==> src/rtl/ex_operand_stage.sv <==
// ex_operand_stage
// ----------------
// Decode-to-execute pipeline register for an RV32 core. It forwards register
// operands from the MEM and WB stages, selects the immediate or the register
// for operand B, masks shift amounts, detects load-use hazards and registers
// everything into the EX stage.
//
// Ports
//   clk, clrn                     rising-edge clock, async active-low reset
//   d_valid                       decode slot holds a real instruction
//   d_qa, d_qb                    register-file read data for rs1 / rs2
//   d_imm                         decoded immediate
//   d_rs1, d_rs2, d_rd            source / destination register numbers
//   d_aluc                        ALU op code
//   d_aluimm, d_wreg, d_m2reg     B-from-imm / writes rd / is load
//   m_wreg, m_rd, m_res           MEM-stage forward source
//   w_wreg, w_rd, w_data          WB-stage forward source
//   stall, flush                  downstream hold / kill decode instruction
//   e_valid, e_wreg, e_m2reg      registered EX controls
//   e_a, e_b, e_sd                registered operands and store data
//   e_aluc, e_rd                  registered ALU op and destination
//   lu_stall                      combinational load-use hazard
//
// Flow control: on each rising edge the stage does exactly one of, in
// priority order: flush (load a bubble), stall (hold every register),
// lu_stall (load a bubble while decode holds), or load the decode slot.
// A bubble is all-zero registers, so e_valid = 0 marks it.
module ex_operand_stage (
  input  logic        clk,
  input  logic        clrn,
  input  logic        d_valid,
  input  logic [31:0] d_qa,
  input  logic [31:0] d_qb,
  input  logic [31:0] d_imm,
  input  logic [4:0]  d_rs1,
  input  logic [4:0]  d_rs2,
  input  logic [4:0]  d_rd,
  input  logic [3:0]  d_aluc,
  input  logic        d_aluimm,
  input  logic        d_wreg,
  input  logic        d_m2reg,
  input  logic        m_wreg,
  input  logic [4:0]  m_rd,
  input  logic [31:0] m_res,
  input  logic        w_wreg,
  input  logic [4:0]  w_rd,
  input  logic [31:0] w_data,
  input  logic        stall,
  input  logic        flush,
  output logic        e_valid,
  output logic        e_wreg,
  output logic        e_m2reg,
  output logic [31:0] e_a,
  output logic [31:0] e_b,
  output logic [3:0]  e_aluc,
  output logic [4:0]  e_rd,
  output logic [31:0] e_sd,
  output logic        lu_stall
);

  logic [31:0] fa;
  logic [31:0] fb;
  logic [31:0] b_sel;
  logic [31:0] b_cap;
  logic        is_shift;
  logic        m_hit_a, m_hit_b, w_hit_a, w_hit_b;

  // x0 is never a forward target, so a producer writing rd=0 is ignored.
  assign m_hit_a = m_wreg && (m_rd != 5'd0) && (m_rd == d_rs1);
  assign m_hit_b = m_wreg && (m_rd != 5'd0) && (m_rd == d_rs2);
  assign w_hit_a = w_wreg && (w_rd != 5'd0) && (w_rd == d_rs1);
  assign w_hit_b = w_wreg && (w_rd != 5'd0) && (w_rd == d_rs2);

  // MEM holds the younger result, so it wins over WB.
  always_comb begin
    fa = d_qa;
    if (m_hit_a)      fa = m_res;
    else if (w_hit_a) fa = w_data;
  end

  always_comb begin
    fb = d_qb;
    if (m_hit_b)      fb = m_res;
    else if (w_hit_b) fb = w_data;
  end

  assign is_shift = (d_aluc == 4'b0001) || (d_aluc == 4'b0101) ||
                    (d_aluc == 4'b1101);
  assign b_sel    = d_aluimm ? d_imm : fb;
  // Shifts only use the low five bits of the amount.
  assign b_cap    = is_shift ? {27'd0, b_sel[4:0]} : b_sel;

  // A load in EX cannot supply its data in time for a dependent instruction.
  assign lu_stall = e_valid && e_m2reg && (e_rd != 5'd0) &&
                    ((e_rd == d_rs1) || (e_rd == d_rs2)) && d_valid;

  always_ff @(posedge clk or negedge clrn) begin
    if (!clrn) begin
      e_valid <= 1'b0;
      e_wreg  <= 1'b0;
      e_m2reg <= 1'b0;
      e_a     <= 32'd0;
      e_b     <= 32'd0;
      e_aluc  <= 4'd0;
      e_rd    <= 5'd0;
      e_sd    <= 32'd0;
    end else if (flush || (!stall && lu_stall)) begin
      e_valid <= 1'b0;
      e_wreg  <= 1'b0;
      e_m2reg <= 1'b0;
      e_a     <= 32'd0;
      e_b     <= 32'd0;
      e_aluc  <= 4'd0;
      e_rd    <= 5'd0;
      e_sd    <= 32'd0;
    end else if (!stall) begin
      e_valid <= d_valid;
      e_wreg  <= d_valid && d_wreg;
      e_m2reg <= d_valid && d_m2reg;
      e_a     <= fa;
      e_b     <= b_cap;
      e_aluc  <= d_aluc;
      e_rd    <= d_rd;
      e_sd    <= fb;
    end
  end

endmodule

==> config.mk <==
export PLATFORM = sky130hd
export DESIGN_NAME = ex_operand_stage
export DESIGN_NICKNAME = d
export VERILOG_FILES = /design/src/rtl/ex_operand_stage.sv
export SDC_FILE = /design/constraint.sdc
export NUM_CORES = 1
export LEC_CHECK = 0
export BUFFER_PORTS_ARGS = -buffer_cell sky130_fd_sc_hd__buf_2
export CORE_MARGIN = 5
export CORE_UTILIZATION = 50
export CTS_BUF_LIST = sky130_fd_sc_hd__clkbuf_4 sky130_fd_sc_hd__clkbuf_8
export CTS_CLUSTER_SIZE = 8
export DETAILED_ROUTE_END_ITERATION = 6
export MAX_ROUTING_LAYER = met4
export PLACE_DENSITY = 0.94
export SYNTH_ARGS = -nofsm -noshare
export SYNTH_HDL_FRONTEND = slang
export SYNTH_SLANG_ARGS = --single-unit
==> constraint.sdc <==
create_clock -name clk -period 3.7 [get_ports clk]
set_input_delay 0.37 -clock clk [delete_from_list [all_inputs] [get_ports clk]]
set_output_delay 0.37 -clock clk [all_outputs]
set_load 0.1 [all_outputs]
; ---- After elaboration in Yosys (flattened, before gate mapping)
; Cells that the tools add are included.
[totals]
reg_bits = 108
word_cells = 61
output_inout_bits = 109
[classes]
mux = 22
n_reduce_logical = 21
eq_ne = 10
[ops]
columns = op, n
row1 = $mux 32, 12
row2 = $eq 5x5->1, 6
row3 = $reduce_bool 5->1, 3
row4 = $logic_and 1x1->1, 13
row5 = $mux 5, 2
row6 = $mux 4, 2
row7 = $mux 1, 6
row8 = $eq 4x1->1 const B, 1
row9 = $eq 4x3->1 const B, 1
row10 = $eq 4x4->1 const B, 1
row11 = $logic_or 1x1->1, 4
row12 = $ne 2x1->1 const B, 1
row13 = $logic_not 1->1, 1

; ---- Logic depth before layout (Yosys ltp)
; Gate-level depths: netlist (run 1).
[logic_depth]
ltp_word = 9
depth_mapped = 8
depth_no_buf = 5

; ---- Worst setup path after synthesis (run 1)
; No wires, ideal clock.
[synth_timing]
kind = register -> output
start = register e_rd[0]
end = output port lu_stall
t_arrival_ps = 2737
n_path_buf = 0
path_stages_with_launch = 5
path_slack_ps = 593
path_cell_list = dfrtp_1 xor2_1 nor3_1 a22oi_1 nor2_1
[synth_between]
elab_chain_cells = 4
word_cells_on_any_way = 7
classes_between = 2 x eq/ne / 5 x reduce/logical
[synth_rtl]
columns = element, line_no
row1 = start: declaration, 56  ; output logic [4:0] e_rd,
row2 = start signal: assignment, 123  ; e_rd <= d_rd;
row3 = $eq 5x5->1 or $reduce_bool 5->1 (tied branches), "95, 94"
row4 = $logic_or 1x1->1 or $logic_and 1x1->1 (tied branches), "95, 94"
row5 = $logic_and 1x1->1 *, 94  ; assign lu_stall = e_valid && e_m2reg && (e_rd != 5'd0) &&
row6 = $logic_and 1x1->1 *, 95  ; ((e_rd == d_rs1) || (e_rd == d_rs2)) && d_valid;
row7 = end: declaration, 58  ; output logic lu_stall
; Mark *: on every way between the ends. The rest lies on a longest branch, timed or not.

; ---- Worst setup path in the final report (run 1)
[layout_timing]
start = register e_rd[2]
end = register e_a[5]
[layout_between]
elab_chain_cells = 7
word_cells_on_any_way = 11
classes_between = 3 x eq/ne / 1 x mux / 7 x reduce/logical
[layout_rtl]
columns = element, line_no
row1 = $eq 5x5->1 or $reduce_bool 5->1 (tied branches), "95, 94"
row2 = $logic_or 1x1->1 or $logic_and 1x1->1 (tied branches), "95, 94"
row3 = $logic_and 1x1->1 *, 94
row4 = $logic_and 1x1->1 *, 95
row5 = $logic_and 1x1->1 *, 107  ; end else if (flush || (!stall && lu_stall)) begin
row6 = $logic_or 1x1->1 *, 107
row7 = $ne 2x1->1 (no line) or $mux 32 (tied branches), --
row8 = end signal: assignment, 102  ; e_a <= 32'd0;
row9 = end signal: assignment, 111  ; e_a <= 32'd0;
row10 = end signal: assignment, 120  ; e_a <= fa;
row11 = end: declaration, 53  ; output logic [31:0] e_a,
; Marked as above.
; A chain may end at the register's enable or synchronous reset.

==> results of run 1 <==
flip-flops by register name (all words and copies together) (netlist names):
name,count
e_m2reg,1
e_a,32
e_valid,1
e_aluc,4
e_rd,5
e_sd,32
e_wreg,1
e_b,32
area by class of cell:
cell class                      count  share of cell area
Multi-Input combinational cell    523               0.407
Sequential cell                   108               0.311
Clock inverter                      2             0.00144
Antenna cell                        1            0.000288
Inverter                           94              0.0406
Clock buffer                       13              0.0177
Timing Repair Buffer              322               0.196
Tap cell                          180              0.0259
final timing paths:
path	depth (start not counted)	to	start	slack, ns
setup / recovery	4	e_a[5]$_DFFE_PN0P_	e_rd[2]$_DFFE_PN0P_	1.06
max in group asynchronous	2	e_b[13]$_DFFE_PN0P_	clrn	2.71
setup reg to reg	4	e_a[5]$_DFFE_PN0P_	e_rd[2]$_DFFE_PN0P_	1.06
min in group clk	2	e_rd[2]$_DFFE_PN0P_	d_rd[2]	0.20
hold / removal	1	e_sd[25]$_DFFE_PN0P_	clrn	0.07
hold reg to reg	2	e_sd[21]$_DFFE_PN0P_	e_sd[21]$_DFFE_PN0P_	0.48
cells by family after synthesis:
logic type | after synthesis | synth area share
AO/OA/AOI/OAI | 307 | 0.326
XOR/XNOR | 30 | 0.0378
buffers and inverters | 178 | 0.110
flip-flops | 108 | 0.388
AND/OR/NAND/NOR | 186 | 0.138
power by group:
group	switching (mW)	leakage, nW	internal (mW)	total, mW
registers	0.0516	1.44	1.25	1.30
clock network	0.411	0.0872	0.272	0.683
logic	0.922	2.79	0.273	1.20
through the flow:
stage	instance area [um^2]	total power, mW	instances	util	hold slack (ns)
3_3_place_gp	8520	2.49	1227	0.619	0.457
3_5_place_dp	8520	2.50	1227	0.619	0.465
6_report	8690	3.18	1243	0.631	0.0748
5_1_grt	8690	3.28	1243	0.631	0.134
2_1_floorplan	6960	2.15	809	-	0.0744
4_1_cts	8690	3.17	1242	0.631	0.106
cells in the mapped netlist, drive strengths merged, types with 9 or more instances:
master	instances	share of area
o21ai	63	0.045
xor2	19	0.024
nand2	95	0.051
a22oi	65	0.070
clkbuf	57	0.031
inv	94	0.051
o211ai	32	0.035
a31oi	32	0.030
nand3	29	0.021
a32o	32	0.046
a22o	10	0.013
buf	27	0.028
xnor2	11	0.014
nor2	9	0.0049
o31ai	34	0.037
and4	33	0.042
dfrtp	108	0.39
o311ai	32	0.040
layer usage:
| layer | global-route usage | share of wire |
|---|---|---|
| met1 | 0.409 | 0.37 |
| met2 | 0.509 | 0.46 |
| met3 | 0.0546 | 0.12 |
| met4 | 0.156 | 0.052 |
| met5 | - | 0 |
==> impl_metrics.json, run 1 <==
{
  "ir_worst_vdd_v": 0.000200,
  "synth_edf_count": 0,
  "worstSetupPathType": "reg2reg",
  "cp_num_buf_inv": 0,
  "syn-cell-area_um2": 6960,
  "cts-root-buf": "clkbuf_8",
  "slowest_stage": "o21a_2",
  "fin_crit_sh": 0.713,
  "clkLatencyLatePin_ns": 0.38,
  "final-seq-area_um2": 2700,
  "setup_ws_ns": 1.06,
  "finalClockSkew_ns": 0.0165,
  "die_x_um": 128,
  "dr.pass1.iters": 6,
  "crit_path_max_fanout": 42,
  "clk_pin_slew_ns": 0.11,
  "final_common_cell": "buf_2",
  "first_global_vias": 7721,
  "post-route-min-period_ns": 2.64,
  "cp-end-kind": "flip-flop",
  "vias": 8085,
  "coreArea_um2": 13800,
  "cpPeakStageDelay_ns": 0.87,
  "setup-tns-final_ns": 0,
  "cp-start-kind": "flip-flop",
  "synth.distinct_cells": 43,
  "die_h_um": 128,
  "synthArstFlopShare": 1.00,
  "finalSetupViolCount": 0,
  "cts.sinks": 108,
  "wl_per_cell_um": 21.8,
  "status": "complete, no violations",
  "h-tree-depth": 3,
  "multiInputGateArea_um2": 3540,
  "drt-vias-per-instance": 6.50,
  "cts.path.max_buffers": 2,
  "post-cts-setup-buffers": 0,
  "grt_setup_unrepaired": "no",
  "port_buffers": 307,
  "nets": 1257,
  "cts_resized": 0,
  "ioPinCount": 308,
  "hold_path.class": "in2async",
  "ys_seq_area_frac": 0.388,
  "hold_viol": 0,
  "drt_iter0_markers": 1264,
  "ys_ff_latch": 108,
  "tightest_slew_ns": 1.27,
  "synthCells": 809,
  "layout-drive-gt1-share": 0.332,
  "final_cell_mix": "buf_2 (306), dfrtp_1 (108), nand2_1 (95)",
  "syn_area_per_cell_um2": 8.60,
  "fillers": 1183,
  "area_growth_pct": 25.0,
  "grt_max_degree": 67,
  "die_area_um2": 16400,
  "cp_top_family": "compound AO/OA/AOI/OAI gates",
  "cp.required_ns": 4.00,
  "fmax_ghz": 0.379,
  "crit_arrival_ns": 2.94,
  "maxCapViolations": 0,
  "cp_cell_sequence": "or4_1 -> o2111ai_2 -> o21a_2 -> a32o_1",
  "p_leak_nw": 4.32,
  "drv_slew": 0,
  "synthFlopType": "dfrtp_1",
  "antenna_left": 0,
  "ys_warn_count": 0,
  "powerDensity_nw_per_um2": 366,
  "dp_hpwl_mm": 19.2,
  "antenna_found_initial": 1,
  "max_slew_margin": 0.149,
  "syn_nets": 1008,
  "grt-ovfl-total": 0,
  "cts_buffers": 9,
  "route.detailed.drc": 0,
  "grt_pass1_wl_mm": 41.0,
  "cts_hold_buf": 0,
  "grtUsageTotal": 0.324,
  "rows": 43,
  "routabilityCongestion": 0.956,
  "cts_tree": "yes",
  "start_util": 0.505,
  "pre_cts_ws_ns": 0.989,
  "wl_mm": 27.1
}
Power figures use the tool's default switching activity.
==> run 2: changes to the inputs <==
- ABC_AREA: not set -> 1
- CORE_UTILIZATION: 50 -> 45
- PLACE_DENSITY: 0.94 -> 0.9
- clock period: 3.7 -> 2.3 ns (I/O delays scaled with it)
==> impl_metrics.json, run 2 <==
{
  "vias": 8335,
  "syn-cell-area_um2": 6860,
  "cpPeakStageDelay_ns": 0.46,
  "crit_arrival_ns": 1.84,
  "crit_path_max_fanout": 5,
  "dr.pass1.iters": 7,
  "grtUsageTotal": 0.288,
  "synth.distinct_cells": 23,
  "synthArstFlopShare": 1.00,
  "antenna_found_initial": 1,
  "cts_resized": 0,
  "die_x_um": 133,
  "die_h_um": 133,
  "placed_area_um2": 8640,
  "cp_num_cells": 7,
  "coreArea_um2": 15100,
  "r2r-end": "e_sd[29]$_DFFE_PN0P_",
  "hold_path.class": "in2reg",
  "die_area_um2": 17800,
  "status": "finished, violations left",
  "wl_per_cell_um": 16.5,
  "area_growth_pct": 28.5,
  "p_leak_nw": 5.51,
  "nets": 1547,
  "fillers": 1455,
  "drt_iter0_markers": 882,
  "cts.path.max_buffers": 2,
  "worstSetupPathType": "reg2out",
  "grt_max_degree": 65,
  "setup-tns-final_ns": 0,
  "slowest_stage": "dfrtp_1",
  "dp.cells": 1524,
  "violations": "design-rule violations",
  "ys_seq_area_frac": 0.394,
  "reg2reg_slack_ns": 0.38,
  "grt_pass1_wl_mm": 40.2,
  "synthFlopType": "dfrtp_1",
  "startpoint": "e_rd[0]$_DFFE_PN0P_",
  "final_common_cell": "nand2_1",
  "start_util": 0.455,
  "cp_top_family": "buffers and inverters",
  "synthTopCellsByArea": "dfrtp_1 (39%), nand2_1 (24%), nand3_1 (12%)",
  "cts-root-buf": "clkbuf_8",
  "clk_pin_slew_ns": 0.10,
  "finalSetupViolCount": 0,
  "fin_crit_sh": 0.900,
  "post-route-min-period_ns": 2.07,
  "dp_hpwl_mm": 18.4,
  "cts_tree": "yes",
  "reg2reg_from": "e_rd[3]$_DFFE_PN0P_",
  "hold_ws_ns": 0.0684,
  "stdcell_count": 1541,
  "powerDensity_nw_per_um2": 587,
  "synthDominantCellAreaShare": 0.394,
  "cp.required_ns": 2.07,
  "reg_top3": "e_a (32), e_b (32), e_sd (32)",
  "layout-drive-gt1-share": 0.268,
  "fmax_ghz": 0.483,
  "wl_mm": 25.5,
  "netlist_top_cells_count": "nand2_1 (433), nand3_1 (165), nor2_1 (141)",
  "design_area_um2": 8820,
  "ir_worst_vdd_v": 0.000358,
  "hold_viol": 0,
  "drt-vias-per-instance": 5.41,
  "port_buffers": 307,
  "cp_num_buf_inv": 2,
  "synthCells": 1071,
  "ys_ff_latch": 108,
  "tightest_slew_ns": 0.852,
  "max_slew_margin": 0.431,
  "ys_warn_count": 0,
  "grt_setup_unrepaired": "no",
  "clkLatencyLatePin_ns": 0.37,
  "ioPinCount": 308,
  "cts_buffers": 9,
  "rows": 45,
  "antenna_left": 0,
  "syn_area_per_cell_um2": 6.41,
  "cp_cell_sequence": "xor2_1 -> nor2_1 -> nand3_1 -> nand2_1 -> nand2_2 -> inv_1 -> buf_2",
  "finalClockSkew_ns": 0.0171,
  "synth.largest_area_cell": "dfrtp_1",
  "grt-ovfl-total": 0,
  "yosysMostFrequentCell": "nand2_1",
  "synth_edf_count": 0,
  "cp-end-kind": "output pin",
  "cts.sinks": 108,
  "syn_nets": 1270,
  "routabilityCongestion": 0.938,
  "h-tree-depth": 3,
  "maxCapViolations": 0,
  "final_cell_mix": "nand2_1 (433), buf_2 (306), nand3_1 (164)",
  "drv_slew": 0,
  "endpoint": "lu_stall",
  "first_global_vias": 8170,
  "route.detailed.drc": 1,
  "reg2regPathDepth": 11,
  "cp-start-kind": "flip-flop",
  "utilization": 0.585
}
[run 2: worst min path at each step]
stage          startpoint                   to  depth (start not counted)
4_1_cts           d_rd[0]  e_rd[0]$_DFFE_PN0P_                          3
2_1_floorplan        clrn   e_a[0]$_DFFE_PN0P_                          0
3_3_place_gp         clrn  e_b[27]$_DFFE_PN0P_                          1
5_1_grt           d_rd[2]  e_rd[2]$_DFFE_PN0P_                          3
3_5_place_dp         clrn  e_b[27]$_DFFE_PN0P_                          1
6_report          d_rd[0]  e_rd[0]$_DFFE_PN0P_                          3
[run 2: power by group]
| part | switching, mW | internal, mW |
|---|---|---|
| registers | 0.0743 | 2.02 |
| logic | 1.56 | 0.417 |
| clock network | 0.656 | 0.455 |
[run 2: timing repair]
item,in CTS,in global routing
hold endpoints to repair,34,0
setup buffers,0,0
hold buffers,1,0
endpoints found under the setup margin,0,0
[run 2: worst reg2reg max path, cell delays in order (launching register included)]
cell,delay [ns]
dfrtp_2,0.43
inv_1,0.12
nand2_1,0.06
nand2_1,0.05
nor2_1,0.04
nand3_1,0.07
nand2_1,0.06
nand2_2,0.09
nand2_2,0.06
inv_2,0.62
nand2_1,0.16
nand2_1,0.09
[run 2: cells by family (layout without fill, tap and decap cells)]
group                  after synthesis  after routing  share of synthesized area
AO/OA/AOI/OAI                        7              7                    0.00547
XOR/XNOR                            24             24                     0.0306
buffers and inverters              147            428                     0.0899
flip-flops                         108            108                      0.394
other                                0              1                          0
AND/OR/NAND/NOR                    785            785                      0.480
[run 2: routing by layer]
metal	global-route usage	part of all wire	up-vias	wire, um
li1	-	-	3891	-
met1	0.356	0.39	3815	9920
met2	0.462	0.47	525	12100
met3	0.0461	0.093	104	2360
met4	0.137	0.044	0	1120
met5	-	0	-	0
[run 2: metrics by stage]
step                power (mW)  setup slack [ns]
finish                    5.18             0.230
global route              5.39            0.0773
global placement          4.07             0.448
detailed placement        4.09             0.431
CTS                       5.19             0.222
floorplan                 3.50            0.0534
[run 2: final cells by class]
| class | count | area [um^2] | share of cell area |
|---|---|---|---|
| diodes | 1 | 2.50 | 0.000284 |
| well taps | 188 | 235 | 0.0267 |
| flip-flops and latches | 108 | 2710 | 0.307 |
| multi-input cells | 816 | 3590 | 0.407 |
| inverters | 84 | 315 | 0.0357 |
| repair buffers | 329 | 1790 | 0.203 |
| clock buffers | 13 | 160 | 0.0182 |
| clock inverters | 2 | 12.5 | 0.00142 |
